### src/rtl/pwmcomp_16bits.sv
// pwmcomp_16bits -- PWM compare channel with complementary gate outputs and
// dead-time insertion.
//
// The carrier from a 16-bit PWM timer is compared against a shadowed duty
// reference. The registered comparison result (ref_q) steers a five-state FSM
// that drives a high-side and a low-side gate. Every handover between the two
// gates passes through a dead period during which both gates are low.
//
// Ports
//   clk         system clock, rising edge
//   rst         asynchronous, active-high reset
//   ce          clock enable; low freezes all state (enable=0 still forces OFF)
//   carrier     unsigned 16-bit timer value
//   sync        one-cycle timer sync pulse; loads compare into the shadow
//   compare     unsigned duty reference
//   deadtime    dead-time length in ce-qualified cycles, minus one
//   enable      output enable; low forces the FSM to OFF on the next edge
//   pwm_h       high-side gate, active-high
//   pwm_l       low-side gate, active-high
//   dt_active   high while the FSM is in a dead-time state
//   cmp_shadow  compare value currently in use
//   state_dbg   current FSM state encoding (OFF=0, DT_TO_H=1, H_ON=2,
//               DT_TO_L=3, L_ON=4)

module pwmcomp_16bits (
  input  logic        clk,
  input  logic        rst,
  input  logic        ce,
  input  logic [15:0] carrier,
  input  logic        sync,
  input  logic [15:0] compare,
  input  logic [7:0]  deadtime,
  input  logic        enable,
  output logic        pwm_h,
  output logic        pwm_l,
  output logic        dt_active,
  output logic [15:0] cmp_shadow,
  output logic [2:0]  state_dbg
);

  typedef enum logic [2:0] {
    S_OFF     = 3'd0,
    S_DT_TO_H = 3'd1,
    S_H_ON    = 3'd2,
    S_DT_TO_L = 3'd3,
    S_L_ON    = 3'd4
  } state_t;

  state_t     state;
  state_t     state_nx;
  logic [7:0] dt_cnt;
  logic [7:0] dt_cnt_nx;
  logic [7:0] dt_dec;
  logic       ref_q;

  // Shadow register and registered comparison. ref_q uses the shadow value
  // from before this edge, so a freshly loaded compare takes effect one edge
  // later.
  always_ff @(posedge clk or posedge rst) begin
    if (rst) begin
      cmp_shadow <= 16'd0;
      ref_q      <= 1'b0;
    end else if (ce) begin
      ref_q <= (carrier < cmp_shadow);
      if (sync) begin
        cmp_shadow <= compare;
      end
    end
  end

  always_ff @(posedge clk or posedge rst) begin
    if (rst) begin
      state  <= S_OFF;
      dt_cnt <= 8'd0;
    end else begin
      state  <= state_nx;
      dt_cnt <= dt_cnt_nx;
    end
  end

  // Saturating decrement of the dead-time counter.
  assign dt_dec = (dt_cnt == 8'd0) ? 8'd0 : (dt_cnt - 8'd1);

  // The dead-time counter keeps running when the target flips mid-period
  // (DT_TO_H <-> DT_TO_L): the dead period is one continuous gap, so a short
  // glitch on ref_q neither restarts nor extends it.
  always_comb begin
    state_nx  = state;
    dt_cnt_nx = dt_cnt;
    if (!enable) begin
      state_nx = S_OFF;
    end else if (ce) begin
      case (state)
        S_OFF: begin
          state_nx  = ref_q ? S_DT_TO_H : S_DT_TO_L;
          dt_cnt_nx = deadtime;
        end
        S_H_ON: begin
          if (!ref_q) begin
            state_nx  = S_DT_TO_L;
            dt_cnt_nx = deadtime;
          end
        end
        S_L_ON: begin
          if (ref_q) begin
            state_nx  = S_DT_TO_H;
            dt_cnt_nx = deadtime;
          end
        end
        S_DT_TO_H: begin
          if (!ref_q) begin
            state_nx  = S_DT_TO_L;
            dt_cnt_nx = dt_dec;
          end else if (dt_cnt == 8'd0) begin
            state_nx = S_H_ON;
          end else begin
            dt_cnt_nx = dt_dec;
          end
        end
        S_DT_TO_L: begin
          if (ref_q) begin
            state_nx  = S_DT_TO_H;
            dt_cnt_nx = dt_dec;
          end else if (dt_cnt == 8'd0) begin
            state_nx = S_L_ON;
          end else begin
            dt_cnt_nx = dt_dec;
          end
        end
        default: begin
          state_nx = S_OFF;
        end
      endcase
    end
  end

  // Gates decode only from the state register, so the async reset clears
  // them immediately and they can never be high together.
  assign pwm_h     = (state == S_H_ON);
  assign pwm_l     = (state == S_L_ON);
  assign dt_active = (state == S_DT_TO_H) || (state == S_DT_TO_L);
  assign state_dbg = state;

endmodule
### config.mk
export PLATFORM = sky130hd
export DESIGN_NAME = pwmcomp_16bits
export DESIGN_NICKNAME = d
export VERILOG_FILES = /design/src/rtl/pwmcomp_16bits.sv
export SDC_FILE = /design/constraint.sdc
export NUM_CORES = 1
export LEC_CHECK = 0
export BUFFER_PORTS_ARGS = -buffer_cell sky130_fd_sc_hd__buf_2
export CAP_MARGIN = 20
export CELL_PAD_IN_SITES_DETAIL_PLACEMENT = 2
export CELL_PAD_IN_SITES_GLOBAL_PLACEMENT = 2
export CORE_ASPECT_RATIO = 1.2
export CORE_MARGIN = 4
export CORE_UTILIZATION = 31
export DETAILED_ROUTE_END_ITERATION = 8
export PLACE_DENSITY = 0.94
export SKIP_LAST_GASP = 1
export SLEW_MARGIN = 15
export SYNTH_ARGS = -nofsm -noshare
export SYNTH_HDL_FRONTEND = slang
export SYNTH_SLANG_ARGS = --single-unit
### constraint.sdc
create_clock -name clk -period 3.9 [get_ports clk]
set_input_delay 0.195 -clock clk [delete_from_list [all_inputs] [get_ports clk]]
set_output_delay 0.195 -clock clk [all_outputs]
set_load 0.1 [all_outputs]
==> results.toml, run 1 <==
[status]
status = "completed"

[timing]
finalMaxSlewViolations = 0
fin_worst_skew_ns = 0.00386
fin_crit_sh_pct = 56.7
worst_pin_slew_ns = 0.719
fin_setup_tns_ns = 0
hold_violations = 0
period_minus_slack_ns = 2.21
fmax_mhz = 452
setup_viol = 0
rsz0062_at_grt = "no"
maxSlewHeadroom_pct = 51.9

[critical_path]
start_kind = "flop"
end_kind = "primary output"
crit_required_ns = 3.70
worstPathBufferInverterCount = 2
reg2reg_slack_ns = 1.80
r2r_end = "dt_cnt[0]"
path_delay_family = "buffers and inverters"
arrival_ns = 2.02
crit_fanout = 12
r2r_start = "dt_cnt[3]"
slowest_delay_ns = 0.51
slowest_stage = "dfrtp_1"
cp_cell_sequence = "nand2b_1, inv_1, buf_2"
worst-r2r-cell-count = 6
path_class = "reg -> out"

[cells_and_area]
final_nets = 314
fillCellCount = 665
antennaDiodeCount = 0
syn2layout_area_growth_pct = 25.2
drive_gt1_share_pct = 36.4
fin_util_pct = 40.3

[clock_network]
numCtsBuffers = 3
insertion_delay_ns = 0.28
root_buffer = "clkbuf_8"
clkTransAtPathRegs_ns = 0.10
ctsResizeCount = 0
postCtsHoldBufs = 1
clkSinkCount = 28
cts-htree-levels = 1
cts_tree = "done"
cts_buffer_depth = 2
cts_setup_buffers = 0

[grt]
grt_max_degree = 29
grtUsageTotal_pct = 16.5
antenna_found_initial = 0
grt-ovfl-total = 0
grt_pass1_vias = 1899
grt_pass1_wl_um = 9380

[routing]
drtAntennaViolNets = 0
post_drt_wl_per_cell_um = 17.0
firstDrtPassIters = 4
vias_per_cell = 5.10
routed_wl_um = 5630
drt_iter0_drc = 22
num_vias = 1683
drcViolationCount = 0

[synth]
yosysTopAreaCell = "dfrtp_1"
syn_inst = 186
post_synth_num_cell_types = 44
syn_avg_cell_area_sq_um = 9.86
synth_edf_count = 0
synth-simple-area-share_pct = 14.3
ys.flop_type = "dfrtp_1"
synth_most_common_cell = "dfrtp_1"
synth_adder_area_share_pct = 12.3
synth_xor_area_share_pct = 0.477
async_flop_share_pct = 100
ys_warn_count = 0
synthTopCellsByArea = "dfrtp_1 38%, ha_1 12%, mux2_2 9.8%"
synth_top_family_by_area = "compound AO/OA/AOI/OAI gates"
synth_top_area_share_pct = 38.2
synthMuxAreaShare_pct = 10.4
syn_nets = 249
synthesis.area_sq_um = 1830
synth-seq-cells = 28
synth-compound-area-share_pct = 17.7
ys_seq_area_share_pct = 38.2
ys_top_cells_by_count = "28 x dfrtp_1, 20 x inv_1, 18 x ha_1"

[die]
initial_core_util_pct = 32.1
placementRows = 30
die-area_sq_um = 7220
core-area_sq_um = 5710
die_h_um = 92.3
io_pins = 67
die_w_um = 78.2

[power]
p_seq_share_pct = 35.7
vdd_drop_max_uv = 138
power_density_nw_per_um2 = 494
netSwitchingFraction_pct = 48.6
p_comb_share_pct = 47.9
pwr-share-clk_pct = 16.4
intPower_w = 0.000583
leakage_nw = 1.17
power_switching_w = 0.000551

[worst_hold_path]
hp-class = "in -> reg"
worstHoldEndpoint = "cmp_shadow[3]"
hp-start = "compare[3]"
holdPathStages = 2

[placed_design]
place_congestion = 0.794
io_buffers = 66
dp_hpwl_um = 4570

[job]
cap_viol_max_count = 0
==> power by group through the flow <==
stage                     clock, W  sequential (W)  combinational [W]
after detailed placement         0        0.000410           0.000547
after global placement           0        0.000402           0.000526
after global routing      0.000209        0.000417           0.000587
final                     0.000187        0.000405           0.000543
after floorplan                  0        0.000589           0.000243
after CTS                 0.000196        0.000405           0.000551
==> through the flow <==
stage	setup slack (ns)	hold WS, ns	std cells	cell area (sq um)	total power, W
after global routing	1.53	0.133	330	2300	0.00121
after detailed placement	1.82	0.303	325	2230	0.000957
after CTS	1.65	0.134	330	2300	0.00115
final	1.69	0.142	330	2300	0.00113
after global placement	1.92	0.297	325	2230	0.000928
after floorplan	0.234	0.260	186	1830	0.000831
==> cells in the final DEF (no fill, tap or decap), types with 6 or more instances in the layout <==
cell type	count
a21oi_1	8
mux2_2	16
nand2_1	15
ha_1	18
inv_1	20
a22o_1	6
buf_2	66
dfrtp_1	28
o21ai_0	9
nor2_1	6
==> layout make-up <==
type	count	area [sq um]	share of cell area, %
Sequential cell	28	701	30.5
Multi-Input combinational cell	129	1010	44.0
Timing Repair Buffer	69	355	15.5
Clock buffer	4	55.1	2.40
Tap cell	80	100	4.36
Inverter	20	75.1	3.27
==> worst max-delay path by stage <==
stage | from | end | slack (ns) | cells past startpoint
after floorplan | state_dbg[2] | pwm_l | 0.23 | 2
after global placement | dt_cnt[3] | dt_cnt[0] | 1.92 | 6
after detailed placement | dt_cnt[3] | dt_cnt[0] | 1.82 | 6
after CTS | state_dbg[2] | dt_active | 1.65 | 3
after global routing | state_dbg[2] | dt_active | 1.53 | 3
final | state_dbg[2] | dt_active | 1.69 | 3
==> flip-flops by register name, indices dropped and copies added, names as in the netlist <==
register    cells
state_dbg       3
dt_cnt          8
cmp_shadow     16
ref_q           1
==> routing by layer <==
metal	share of wire (%)	up-vias	track usage (%)	wire length (um)
li1	-	798	-	-
met1	39	832	17.5	2210
met2	56	47	33.1	3120
met3	4.2	6	2.46	238
met4	0.96	0	4.08	54
met5	0	-	0	0
==> cell families after synthesis <==
family          count (synthesis)
flops                          28
compound gates                 45
simple gates                   48
fa+ha+maj                      18
buf+inv                        29
mux                            17
xor+xnor                        1
(Power assumes the default switching activity.)
==> run 2, diff against run 1 <==
- ABC_AREA: default -> 1
- CORE_UTILIZATION: 31 -> 26
- PLACE_DENSITY: 0.94 -> 0.89
- clock period: 3.9 -> 2.2 ns (I/O delays scaled with it)
==> run 2 against run 1 <==
Net effect: via count is 14% higher; power is 82% higher; worst setup slack got worse by 1.2 ns; global-route usage decreased by 2.8 points; clock power grew 80%; register-to-register slack worse by 1.3 ns; flip-flop and latch count unchanged; non-clock buffer count did not move; sequential power increased by 69%; hold slack got worse by 0.070 ns; design area is 3.1% higher; largest power group unchanged; highest routed layer unchanged.
==> results.toml, run 2 <==
[timing]
fin_setup_tns_ns = 0
maxSlewHeadroom_pct = 47.9
setup_viol = 0
fin_worst_skew_ns = 0.00165
worst_pin_slew_ns = 0.781
fmax_mhz = 585
fin_crit_sh_pct = 77.7
hold_violations = 0
finalMaxSlewViolations = 0
rsz0062_at_grt = "no"
period_minus_slack_ns = 1.71

[cells_and_area]
largest_register = "cmp_shadow"
largest_reg_flops = 16
final_nets = 393
antennaDiodeCount = 0
mostFrequentLayoutCells = "71 x nand2_1, 66 x buf_2, 38 x inv_1"
fin_cells = 416
syn2layout_area_growth_pct = 27.2
final_common_cell = "nand2_1"
drive_gt1_share_pct = 27.7

[critical_path]
worst-r2r-cell-count = 11
timing.critical_path.mode_cell = "nand2_1"
path_class = "reg -> reg"
crit_required_ns = 2.38
cp_cell_sequence = "inv_1, ha_1, inv_1, nor3_1, nand2_1, ha_1, inv_1, nand2_1, nand3_1, nand2_1, nand2_1"
start_kind = "flop"
arrival_ns = 1.89
slowest_stage = "dfrtp_1"
end_kind = "flop"
crit_fanout = 4
slowest_delay_ns = 0.40

[power]
vdd_drop_max_uv = 286
power_density_nw_per_um2 = 874
leakage_nw = 1.35

[placed_design]
dp_hpwl_um = 4790
placed_cells = 411
io_buffers = 66
place_congestion = 0.804

[die]
initial_core_util_pct = 27.0
core-area_sq_um = 6900
die_h_um = 101
die-area_sq_um = 8580
io_pins = 67
placementRows = 33
die_w_um = 85.2

[synth]
ys_top_cells_by_count = "71 x nand2_1, 38 x inv_1, 31 x nor2_1"
ys_warn_count = 0
yosysTopAreaCell = "dfrtp_1"
post_synth_num_cell_types = 25
ys.flop_type = "dfrtp_1"
synthTopCellsByArea = "dfrtp_1 38%, nand2_1 14%, ha_1 12%"
synth_top_area_share_pct = 37.7
syn_inst = 260
ys_seq_area_share_pct = 37.7
synthesis.area_sq_um = 1860
synth_edf_count = 0
syn_avg_cell_area_sq_um = 7.16
async_flop_share_pct = 100
synth-seq-cells = 28
syn_nets = 323
synth_most_common_cell = "nand2_1"

[routing]
firstDrtPassIters = 4
drcViolationCount = 0
num_vias = 1916
routed_wl_um = 5690
drtAntennaViolNets = 0
drt_iter0_drc = 29
post_drt_wl_per_cell_um = 13.7
vias_per_cell = 4.61

[clock_network]
root_buffer = "clkbuf_8"
cts_buffer_depth = 2
cts_setup_buffers = 0
ctsResizeCount = 0
insertion_delay_ns = 0.28
clkTransAtPathRegs_ns = 0.10
numCtsBuffers = 3
clkSinkCount = 28
cts-htree-levels = 1
cts_tree = "done"

[grt]
grt-ovfl-total = 0
antenna_found_initial = 0
grt_pass1_vias = 2091
grt_max_degree = 32
grtUsageTotal_pct = 13.8
grt_pass1_wl_um = 9560

[status]
status = "completed"

[job]
cap_viol_max_count = 0

[worst_hold_path]
holdPathStages = 3
hp-class = "in -> reg"
run 2: cell types whose count changed in the layout (fill, tap and decap cells not counted), sizes merged, moves of 4 or more:
cell    previous run  this run
inv               20        43
a22o               6         0
nor3b              4         0
nand3              0        16
nand2b             4         0
nand2             15        73
mux2              16         1
a21oi              8        19
nor2               6        35
run 2: worst paths after layout:
kind,endpoint,from,slack (ns)
worst min register to register,dt_cnt[1],dt_cnt[1],0.50
max in group asynchronous,cmp_shadow[12],rst,1.02
worst max register to register,dt_cnt[0],dt_cnt[0],0.49
worst max-delay path,dt_cnt[0],dt_cnt[0],0.49
min in group asynchronous,dt_cnt[4],rst,0.52
worst min-delay path,cmp_shadow[4],compare[4],0.07
run 2: cell type report:
cell class              count  area (sq um)
fillers                   889          4530
multi-input cells         184           978
flip-flops and latches     28           703
repair buffers             69           355
inverters                  44           166
well taps                  87           109
clock buffers               4          55.1
run 2: report_power, final:
| group | leakage (nW) | switching [W] | total, W | internal, W |
|---|---|---|---|---|
| Combinational | 0.996 | 0.000787 | 0.00105 | 0.000260 |
| Clock | 0.0288 | 0.000175 | 0.000336 | 0.000161 |
| Sequential | 0.322 | 0.0000781 | 0.000686 | 0.000608 |
| Total | 1.35 | 0.00104 | 0.00207 | 0.00103 |
run 2: worst max-delay path, delay by kind of cell, from the launching register on:
| kind | cells | cell delay, ns |
|---|---|---|
| fa+ha+maj | 2 | 0.47 |
| buf+inv | 3 | 0.19 |
| flops | 1 | 0.40 |
| simple gates | 6 | 0.54 |
run 2: kinds of logic (layout without fill, tap and decap cells):
group | count (synthesis) | after routing | synth area share [%]
simple gates | 129 | 129 | 28.7
buf+inv | 48 | 117 | 10.2
compound gates | 33 | 33 | 9.35
flops | 28 | 28 | 37.7
fa+ha+maj | 18 | 18 | 12.1
xor+xnor | 3 | 3 | 1.41
mux | 1 | 1 | 0.605
run 2: what timing repair did:
action / in CTS / in global routing
hold buffers: 1 / 0
hold endpoints to repair: 14 / 0
endpoints found under the setup margin: 0 / 0
run 2: through the flow:
stage,utilization (%),total power (W),setup WS [ns],cell area (sq um),hold WS [ns]
2_1_floorplan,-,0.00150,0.00618,1870,0.175
4_1_cts,34.3,0.00212,0.468,2370,0.0632
5_1_grt,34.3,0.00225,0.322,2370,0.0681
6_report,34.3,0.00207,0.491,2370,0.0717
3_5_place_dp,33.4,0.00176,0.488,2300,0.314
3_3_place_gp,33.4,0.00172,0.600,2300,0.304
run 2: layer usage:
layer,global-route usage (%),part of all wire [%]
met5,0,0
met4,2.19,0.47
met3,2.45,4.2
met2,26.6,55
met1,15.8,41
